--- src/rtl/lifo_port_arbiter_pkg.sv ---
// Shared types and width helpers for lifo_port_arbiter and its sub-blocks.
package lifo_arb_pkg;

  typedef enum logic [1:0] {
    IDLE  = 2'd0,
    ISSUE = 2'd1,
    FLUSH = 2'd2
  } lifo_arb_state_t;

  localparam int unsigned N_DEF     = 3;
  localparam int unsigned W_DEF     = 10;
  localparam int unsigned DEPTH_DEF = 16;

  // Requester-id and occupancy widths for the default configuration.
  localparam int unsigned ID_W  = (N_DEF > 1) ? $clog2(N_DEF) : 1;
  localparam int unsigned LVL_W = $clog2(DEPTH_DEF + 1);

  function automatic int unsigned id_width(input int unsigned n);
    return (n > 1) ? $clog2(n) : 1;
  endfunction

  function automatic int unsigned lvl_width(input int unsigned depth);
    return $clog2(depth + 1);
  endfunction

endpackage

--- src/rtl/lifo_port_arbiter_if.sv ---
// Bundle of requester, response and lifo-side signals of lifo_port_arbiter.
// slave = arbiter view, master = requesters + lifo view.
// Optional high-water-mark port pair is present when LIFO_ARB_HWM_EN is defined.
interface lifo_port_arbiter_if
  import lifo_arb_pkg::*;
#(
  parameter int unsigned N     = N_DEF,
  parameter int unsigned W     = W_DEF,
  parameter int unsigned DEPTH = DEPTH_DEF
);
  localparam int unsigned IW = id_width(N);
  localparam int unsigned LW = lvl_width(DEPTH);

  logic [N-1:0]         req;
  logic [N-1:0]         req_push;
  logic [N-1:0][W-1:0]  req_data;
  logic                 flush;
  logic [N-1:0]         gnt;
  logic                 rsp_valid;
  logic [W-1:0]         rsp_data;
  logic [IW-1:0]        rsp_id;
  logic                 rsp_err;
  logic                 busy;
  logic [LW-1:0]        level;
  logic                 lifo_write;
  logic                 lifo_read;
  logic [W-1:0]         lifo_datain;
  logic [W-1:0]         lifo_dataout;
  logic                 lifo_val;
  logic                 lifo_full;

`ifdef LIFO_ARB_HWM_EN
  logic [LW-1:0]        hwm;
  logic                 hwm_clr;

  modport slave (
    input  req, req_push, req_data, flush, lifo_dataout, lifo_val, lifo_full, hwm_clr,
    output gnt, rsp_valid, rsp_data, rsp_id, rsp_err, busy, level,
           lifo_write, lifo_read, lifo_datain, hwm
  );
  modport master (
    output req, req_push, req_data, flush, lifo_dataout, lifo_val, lifo_full, hwm_clr,
    input  gnt, rsp_valid, rsp_data, rsp_id, rsp_err, busy, level,
           lifo_write, lifo_read, lifo_datain, hwm
  );
`else
  modport slave (
    input  req, req_push, req_data, flush, lifo_dataout, lifo_val, lifo_full,
    output gnt, rsp_valid, rsp_data, rsp_id, rsp_err, busy, level,
           lifo_write, lifo_read, lifo_datain
  );
  modport master (
    output req, req_push, req_data, flush, lifo_dataout, lifo_val, lifo_full,
    input  gnt, rsp_valid, rsp_data, rsp_id, rsp_err, busy, level,
           lifo_write, lifo_read, lifo_datain
  );
`endif

endinterface

--- src/rtl/lifo_port_arbiter_rr.sv ---
// rr_arbiter: combinational round-robin pick of the first requester at or after ptr_i.
module rr_arbiter
  import lifo_arb_pkg::*;
#(
  parameter  int unsigned N  = N_DEF,
  localparam int unsigned IW = id_width(N)
) (
  input  logic [N-1:0]  req_i,
  input  logic [IW-1:0] ptr_i,
  output logic [N-1:0]  gnt_o,
  output logic [IW-1:0] idx_o,
  output logic          vld_o
);

  logic [IW-1:0] cand;

  // Scan requesters starting at the pointer; the first one found wins.
  always_comb begin
    // NOTE: every combinational output gets a default before any branch so no latch is inferred.
    gnt_o = '0;
    idx_o = '0;
    vld_o = 1'b0;
    cand  = '0;
    for (int unsigned off = 0; off < N; off++) begin
      cand = IW'((32'(ptr_i) + off) % N);
      if (!vld_o && req_i[cand]) begin
        vld_o       = 1'b1;
        idx_o       = cand;
        gnt_o[cand] = 1'b1;
      end
    end
  end

endmodule

--- src/rtl/lifo_port_arbiter.sv ---
// lifo_port_arbiter: shares one lifo among N requesters with round-robin grants,
// its own occupancy count, tagged pop responses and a bulk flush.
// Optional feature macro: LIFO_ARB_HWM_EN adds hwm/hwm_clr (max level since reset).
module lifo_port_arbiter
  import lifo_arb_pkg::*;
#(
  parameter int unsigned N     = N_DEF,
  parameter int unsigned W     = W_DEF,
  parameter int unsigned DEPTH = DEPTH_DEF
) (
  input  logic                 clk,
  input  logic                 reset_n,
  lifo_port_arbiter_if.slave   arb
);

  localparam int unsigned   IW      = id_width(N);
  localparam int unsigned   LW      = lvl_width(DEPTH);
  localparam logic [LW-1:0] LVL_MAX = LW'(DEPTH);
  localparam logic [LW-1:0] LVL_ONE = LW'(1);

  lifo_arb_state_t state_q, state_d;
  logic [IW-1:0]   ptr_q, ptr_d;
  logic [IW-1:0]   op_id_q, op_id_d;
  logic [N-1:0]    gnt_q, gnt_d;
  logic            lifo_write_q, lifo_write_d;
  logic            lifo_read_q, lifo_read_d;
  logic [W-1:0]    lifo_datain_q, lifo_datain_d;
  logic            rsp_valid_q, rsp_valid_d;
  logic [W-1:0]    rsp_data_q, rsp_data_d;
  logic [IW-1:0]   rsp_id_q, rsp_id_d;
  logic            rsp_err_q, rsp_err_d;
  logic            busy_q, busy_d;
  logic [LW-1:0]   level_q, level_d;
  logic [LW-1:0]   flush_lvl;

  logic [N-1:0]    win_gnt;
  logic [IW-1:0]   win_idx;
  logic            win_vld;
  logic            full_i, empty_i;

  // Either our own count or the lifo's flags may declare full/empty; trust the stricter one.
  assign full_i  = (level_q == LVL_MAX) | arb.lifo_full;
  assign empty_i = (level_q == '0) | !arb.lifo_val;
  assign busy_d  = (state_d != IDLE);

  rr_arbiter #(.N(N)) u_rr (
    .req_i (arb.req),
    .ptr_i (ptr_q),
    .gnt_o (win_gnt),
    .idx_o (win_idx),
    .vld_o (win_vld)
  );

  // Next-state and registered-output decisions for the IDLE/ISSUE/FLUSH sequencer.
  always_comb begin
    state_d       = state_q;
    ptr_d         = ptr_q;
    op_id_d       = op_id_q;
    gnt_d         = '0;
    lifo_write_d  = 1'b0;
    lifo_read_d   = 1'b0;
    lifo_datain_d = '0;
    rsp_valid_d   = 1'b0;
    rsp_data_d    = rsp_data_q;
    rsp_id_d      = rsp_id_q;
    rsp_err_d     = 1'b0;
    level_d       = level_q;
    flush_lvl     = level_q;
    case (state_q)
      IDLE: begin
        if (arb.flush) begin
          // Flush wins over requests; they simply stay pending.
          state_d     = FLUSH;
          lifo_read_d = !empty_i;
        end else if (win_vld) begin
          state_d = ISSUE;
          gnt_d   = win_gnt;
          op_id_d = win_idx;
          ptr_d   = (win_idx == IW'(N - 1)) ? '0 : win_idx + IW'(1);
          if (arb.req_push[win_idx] && !full_i) begin
            lifo_write_d  = 1'b1;
            lifo_datain_d = arb.req_data[win_idx];
          end else if (!arb.req_push[win_idx] && !empty_i) begin
            lifo_read_d = 1'b1;
          end else begin
            rsp_err_d = 1'b1;
            rsp_id_d  = win_idx;
          end
        end
      end
      ISSUE: begin
        // The lifo acts on the strobes at the end of this cycle; the count follows it.
        state_d = IDLE;
        if (lifo_write_q && level_q != LVL_MAX) begin
          level_d = level_q + LVL_ONE;
        end
        if (lifo_read_q) begin
          if (level_q != '0) begin
            level_d = level_q - LVL_ONE;
          end
          rsp_valid_d = 1'b1;
          rsp_data_d  = arb.lifo_dataout;
          rsp_id_d    = op_id_q;
        end
      end
      FLUSH: begin
        // Account for the read in flight before deciding whether another is needed.
        if (lifo_read_q && level_q != '0) begin
          flush_lvl = level_q - LVL_ONE;
        end
        level_d = flush_lvl;
        if (flush_lvl != '0 && arb.lifo_val) begin
          lifo_read_d = 1'b1;
        end else begin
          state_d = IDLE;
        end
      end
      default: state_d = IDLE;
    endcase
  end

  // State and output registers; reset clears everything, dropping any pending response.
  always_ff @(posedge clk or negedge reset_n) begin
    // NOTE: sequential state uses non-blocking assignments so every register samples pre-edge values.
    if (!reset_n) begin
      state_q       <= IDLE;
      ptr_q         <= '0;
      op_id_q       <= '0;
      gnt_q         <= '0;
      lifo_write_q  <= 1'b0;
      lifo_read_q   <= 1'b0;
      lifo_datain_q <= '0;
      rsp_valid_q   <= 1'b0;
      rsp_data_q    <= '0;
      rsp_id_q      <= '0;
      rsp_err_q     <= 1'b0;
      busy_q        <= 1'b0;
      level_q       <= '0;
    end else begin
      state_q       <= state_d;
      ptr_q         <= ptr_d;
      op_id_q       <= op_id_d;
      gnt_q         <= gnt_d;
      lifo_write_q  <= lifo_write_d;
      lifo_read_q   <= lifo_read_d;
      lifo_datain_q <= lifo_datain_d;
      rsp_valid_q   <= rsp_valid_d;
      rsp_data_q    <= rsp_data_d;
      rsp_id_q      <= rsp_id_d;
      rsp_err_q     <= rsp_err_d;
      busy_q        <= busy_d;
      level_q       <= level_d;
    end
  end

  assign arb.gnt         = gnt_q;
  assign arb.rsp_valid   = rsp_valid_q;
  assign arb.rsp_data    = rsp_data_q;
  assign arb.rsp_id      = rsp_id_q;
  assign arb.rsp_err     = rsp_err_q;
  assign arb.busy        = busy_q;
  assign arb.level       = level_q;
  assign arb.lifo_write  = lifo_write_q;
  assign arb.lifo_read   = lifo_read_q;
  assign arb.lifo_datain = lifo_datain_q;

`ifdef LIFO_ARB_HWM_EN
  logic          lvl_inc_q;
  logic [LW-1:0] hwm_q, hwm_d;

  // Clear wins unless the level has just risen, in which case the new level is taken.
  always_comb begin
    hwm_d = arb.hwm_clr ? '0 : hwm_q;
    if (lvl_inc_q && level_q > hwm_d) begin
      hwm_d = level_q;
    end
  end

  // High-water-mark register, one cycle behind the level it tracks.
  always_ff @(posedge clk or negedge reset_n) begin
    if (!reset_n) begin
      lvl_inc_q <= 1'b0;
      hwm_q     <= '0;
    end else begin
      lvl_inc_q <= (level_d > level_q);
      hwm_q     <= hwm_d;
    end
  end

  assign arb.hwm = hwm_q;
`endif

endmodule
--- src/flat_wrapper.sv ---
// flat-port wrapper written by rule: the top's interface ports become plain ports
module lifo_port_arbiter_flat import lifo_arb_pkg::*;
#(
  parameter int unsigned N     = N_DEF,
  parameter int unsigned W     = W_DEF,
  parameter int unsigned DEPTH = DEPTH_DEF
)
  (clk, reset_n, arb_req, arb_req_push, arb_req_data, arb_flush, arb_lifo_dataout, arb_lifo_val, arb_lifo_full, arb_gnt, arb_rsp_valid, arb_rsp_data, arb_rsp_id, arb_rsp_err, arb_busy, arb_level, arb_lifo_write, arb_lifo_read, arb_lifo_datain);
  lifo_port_arbiter_if #(.N(N), .W(W), .DEPTH(DEPTH)) arb_i ();
  input  logic clk;
  input  logic reset_n;
  input wire logic [$bits(arb_i.req)-1:0] arb_req;
  input wire logic [$bits(arb_i.req_push)-1:0] arb_req_push;
  input wire logic [$bits(arb_i.req_data)-1:0] arb_req_data;
  input wire logic [$bits(arb_i.flush)-1:0] arb_flush;
  input wire logic [$bits(arb_i.lifo_dataout)-1:0] arb_lifo_dataout;
  input wire logic [$bits(arb_i.lifo_val)-1:0] arb_lifo_val;
  input wire logic [$bits(arb_i.lifo_full)-1:0] arb_lifo_full;
  output wire logic [$bits(arb_i.gnt)-1:0] arb_gnt;
  output wire logic [$bits(arb_i.rsp_valid)-1:0] arb_rsp_valid;
  output wire logic [$bits(arb_i.rsp_data)-1:0] arb_rsp_data;
  output wire logic [$bits(arb_i.rsp_id)-1:0] arb_rsp_id;
  output wire logic [$bits(arb_i.rsp_err)-1:0] arb_rsp_err;
  output wire logic [$bits(arb_i.busy)-1:0] arb_busy;
  output wire logic [$bits(arb_i.level)-1:0] arb_level;
  output wire logic [$bits(arb_i.lifo_write)-1:0] arb_lifo_write;
  output wire logic [$bits(arb_i.lifo_read)-1:0] arb_lifo_read;
  output wire logic [$bits(arb_i.lifo_datain)-1:0] arb_lifo_datain;
  assign arb_i.req = arb_req;
  assign arb_i.req_push = arb_req_push;
  assign arb_i.req_data = arb_req_data;
  assign arb_i.flush = arb_flush;
  assign arb_i.lifo_dataout = arb_lifo_dataout;
  assign arb_i.lifo_val = arb_lifo_val;
  assign arb_i.lifo_full = arb_lifo_full;
  assign arb_gnt = arb_i.gnt;
  assign arb_rsp_valid = arb_i.rsp_valid;
  assign arb_rsp_data = arb_i.rsp_data;
  assign arb_rsp_id = arb_i.rsp_id;
  assign arb_rsp_err = arb_i.rsp_err;
  assign arb_busy = arb_i.busy;
  assign arb_level = arb_i.level;
  assign arb_lifo_write = arb_i.lifo_write;
  assign arb_lifo_read = arb_i.lifo_read;
  assign arb_lifo_datain = arb_i.lifo_datain;
  lifo_port_arbiter #(.N(N), .W(W), .DEPTH(DEPTH)) u_core (.clk(clk), .reset_n(reset_n), .arb(arb_i));
endmodule
--- config.mk ---
export PLATFORM = sky130hd
export DESIGN_NAME = lifo_port_arbiter_flat
export DESIGN_NICKNAME = d
export VERILOG_FILES = /design/src/rtl/lifo_port_arbiter_pkg.sv /design/src/rtl/lifo_port_arbiter_if.sv /design/src/rtl/lifo_port_arbiter_rr.sv /design/src/rtl/lifo_port_arbiter.sv /design/src/flat_wrapper.sv
export SDC_FILE = /design/constraint.sdc
export NUM_CORES = 1
export LEC_CHECK = 0
export BUFFER_PORTS_ARGS = -buffer_cell sky130_fd_sc_hd__clkbuf_2
export CORE_UTILIZATION = 56
export CTS_BUF_LIST = sky130_fd_sc_hd__clkbuf_2
export DETAILED_ROUTE_END_ITERATION = 10
export GPL_TIMING_DRIVEN = 0
export HOLD_SLACK_MARGIN = 0.02
export MAX_ROUTING_LAYER = met4
export PLACE_DENSITY = 0.87
export SYNTH_ARGS = -nofsm -noshare
export SYNTH_HDL_FRONTEND = slang
export SYNTH_SLANG_ARGS = --single-unit
export TNS_END_PERCENT = 30
--- constraint.sdc ---
create_clock -name clk -period 5.3 [get_ports clk]
set_clock_uncertainty 0.05 [all_clocks]
set_input_delay 0.265 -clock clk [delete_from_list [all_inputs] [get_ports clk]]
set_output_delay 0.265 -clock clk [all_outputs]
set_load 0.02 [all_outputs]
==> flow_summary.toml <==
[critical_path]
cp_common_cell = "mux2i_1"
path_delay_family = "multiplexers"
crit_fanout = 10
crit_path_max_incr_delay_ns = 0.45
cp_cell_sequence = "inv_1 > ha_1 > buf_2 > and3b_1 > o221ai_1 > o22ai_2 > mux2i_1 > mux2i_4 > mux2i_2 > mux2i_1"
timing.rr.start = "u_core.ptr_q[0]"
r2r-end = "u_core.arb.rsp_id[1]"
cp.required_ns = 5.59
r2r_cells = 10
path_buf_inv = 2
cp_slowest_cell = "dfrtp_1"
ff2ff_setup_slack_ns = 2.55
critPathKind = "flop to flop"
worst_setup_path_start_kind = "flop"
endpoint_kind = "flop"
worstPathArrival_ns = 3.04

[grt]
grt_max_degree = 42
first_global_vias = 2179
grt_pass1_wl_mm = 9.87
antenna_found_initial = 0
overflow = 0
grt_usage = 0.258

[worst_hold_path]
min_to = "u_core.arb.rsp_data[4]"
hold-path-cell-count = 2
hold_path_class = "input port to flop"
min_from = "arb_lifo_dataout[4]"

[power_and_ir_drop]
power_mw = 1.90
irDropWorstVdd_uv = 385
power.density_nw_per_um2 = 597
leakage_nw = 1.57

[synthesis]
synth_largest_area_cell = "dfrtp_1"
yosysUniqueCellTypes = 55
synth_top_area_frac = 0.399
seq_area_frac_synth = 0.399
yosys-top-cells-area = "dfrtp_1 (40%), mux2i_1 (5.5%), mux2_2 (5.3%), a211oi_2 (4.4%), ha_1 (4.4%)"
synth_seq_cells = 41
synth_nets = 312
syn_area_per_cell_sq_um = 10.2
synth_cells = 252
yosysWarnings = 0
synthFlopType = "dfrtp_1"
synth-async-reset-ratio = 1.00
synth_area_sq_um = 2570
synth_edf_count = 0

[clocking]
clock-sinks = 41
cts_max_path_buffers = 2
clk_pin_slew_ns = 0.23
htree_levels = 2
cts-root-buf = "clkbuf_2"
numCtsBuffers = 5
cts_tree = "built"
clk_latency_ns = 0.39

[floorplanning]
ios = 86
rows = 24
coreArea_sq_um = 4380
die_area_sq_um = 4860
initial_utilization = 0.586
die_x_microns = 69.7
die_y_microns = 69.7

[sta]
final.min_clock_period_ns = 2.75
hold_violations = 0
rsz0062_at_grt = "false"
fin_setup_tns_ns = 0
min_period_over_period = 0.519
max_freq_mhz = 364
worst_pin_slew_ns = 1.00
holdWs_ns = 0.0370
setup_viol = 0
maxSlewViolCount = 0
slew_headroom = 0.331

[placed_design]
hpwl_mm = 4.35
gp_congestion = 0.959
io_buffers = 85

[final_layout]
drive_gt1_frac = 0.379
num_antenna_cells = 0
fin_nets = 410
areaGrowthSynthToFinish_pct = 24.1

[detailed_routing]
drt_wl_total_mm = 5.99
dr.pass1.iters = 4
postRouteAntennaNets = 0
drc_errors = 0
post_drt_wl_per_cell_microns = 14.9
drt-initial-drc-count = 201
routed_via_density = 5.66
vias = 2279

[outcome]
status = "complete, no violations"

[run]
drv_cap = 0
-- flip-flops by register name (all words and copies together) (netlist names) --
| signal | count |
|---|---|
| u_core.arb.busy | 1 |
| u_core.arb.lifo_datain | 10 |
| u_core.op_id_q | 2 |
| u_core.arb.rsp_data | 10 |
| u_core.state_q | 2 |
| u_core.arb.level | 5 |
| u_core.arb.lifo_read | 1 |
| u_core.arb.gnt | 3 |
| u_core.ptr_q | 2 |
| u_core.arb.rsp_err | 1 |
| u_core.arb.lifo_write | 1 |
| u_core.arb.rsp_id | 2 |
| u_core.arb.rsp_valid | 1 |
-- cell families (layout without fill, tap and decap cells) --
logic type | Yosys count | count (layout) | synth area share
xor gates and xnor gates | 3 | 3 | 0.0102
and+or+nand+nor | 74 | 74 | 0.150
DFF | 41 | 41 | 0.399
AOI/OAI and AO/OA | 68 | 68 | 0.209
buffers and inverters | 26 | 125 | 0.0458
muxes | 31 | 31 | 0.142
adders and majority gates | 9 | 9 | 0.0438
-- area by class of cell --
type / count / area (sq um)
Multi-Input combinational cell: 185 / 1430
Tap cell: 52 / 65.1
Fill cell: 325 / 1190
Buffer: 11 / 61.3
Inverter: 15 / 56.3
Clock inverter: 3 / 43.8
Timing Repair Buffer: 91 / 485
Clock buffer: 5 / 25.0
Sequential cell: 41 / 1030
-- synthesized netlist by cell type (2+ instances only) --
master and count:
inv_1 15, mux2i_1 14, o21ai_1 3, and2_1 3, xnor2_1 3, buf_6 2
a22o_1 3, a211oi_1 2, ha_1 9, nand3_1 3, o32a_1 2, nor2b_1 5
or3_1 2, mux2_4 2, o22ai_1 4, a211oi_2 9, buf_2 4, clkbuf_1 5
a21o_1 2, dfrtp_1 41, mux2_2 12, mux2i_4 2, nand2_1 24, o21ai_0 17
and3b_1 3, a21oi_1 9, nor2_1 19, nor3_1 2, o311a_1 2, nor3b_1 4
-- what timing repair did --
| item | 4_1_cts | 5_1_grt |
|---|---|---|
| endpoints found under the hold margin | 44 | 2 |
| setup buffers | 0 | 0 |
| hold buffers | 4 | 2 |
| resized for setup | 0 | 0 |
-- worst max path at each step --
stage               cells past startpoint       startpoint                   end
global placement                       10  u_core.ptr_q[0]  u_core.arb.rsp_id[1]
global route                           10  u_core.ptr_q[0]  u_core.arb.rsp_id[1]
detailed placement                     10  u_core.ptr_q[0]  u_core.arb.rsp_id[1]
floorplan                              10  u_core.ptr_q[0]  u_core.arb.rsp_id[0]
CTS                                    10  u_core.ptr_q[0]  u_core.arb.rsp_id[1]
finish                                 10  u_core.ptr_q[0]  u_core.arb.rsp_id[1]
-- placed cells by master (no fill, tap or decap), types with 2 or more instances in the layout --
cell type and count:
and2_1 3, o21ai_0 17, or3_1 2, clkbuf_1 5
nor3b_1 4, a21oi_1 9, mux2_4 2, a21o_1 2
mux2i_4 2, o22ai_1 4, nor2_1 19, buf_2 4
dlygate4sd3_1 6, nor2b_1 5, dfrtp_1 41, o32a_1 2
buf_6 2, clkbuf_2 90, inv_1 15, a211oi_2 9
nand3_1 3, mux2_2 12, nor3_1 2, and3b_1 3
a22o_1 3, nand2_1 24, xnor2_1 3, o311a_1 2
ha_1 9, o21ai_1 3, a211oi_1 2, mux2i_1 14
-- per-stage QoR --
| stage | cell area (sq um) | std cells | setup slack [ns] | utilization |
|---|---|---|---|---|
| 6_report | 3190 | 403 | 2.55 | 0.727 |
| 5_1_grt | 3190 | 403 | 2.33 | 0.727 |
| 4_1_cts | 3170 | 401 | 2.54 | 0.723 |
| 3_5_place_dp | 3060 | 389 | 2.59 | 0.698 |
| 3_3_place_gp | 3060 | 389 | 2.56 | 0.698 |
| 2_1_floorplan | 2570 | 252 | 2.91 | - |
-- metal layers --
layer | up-vias | track usage | share of wire
met5 | - | - | 0
met4 | 0 | 0.0644 | 0.0052
met3 | 6 | 0.0538 | 0.061
met2 | 86 | 0.412 | 0.48
met1 | 1080 | 0.339 | 0.45
li1 | 1107 | - | -
-- power by group --
| part | internal [mW] | switching, mW | leakage [nW] |
|---|---|---|---|
| Sequential | 0.427 | 0.0889 | 0.518 |
| Combinational | 0.485 | 0.714 | 1.01 |
| Clock | 0.0808 | 0.110 | 0.0433 |
| Total | 0.992 | 0.913 | 1.57 |
No activity file was read; power rests on OpenSTA's default activity.
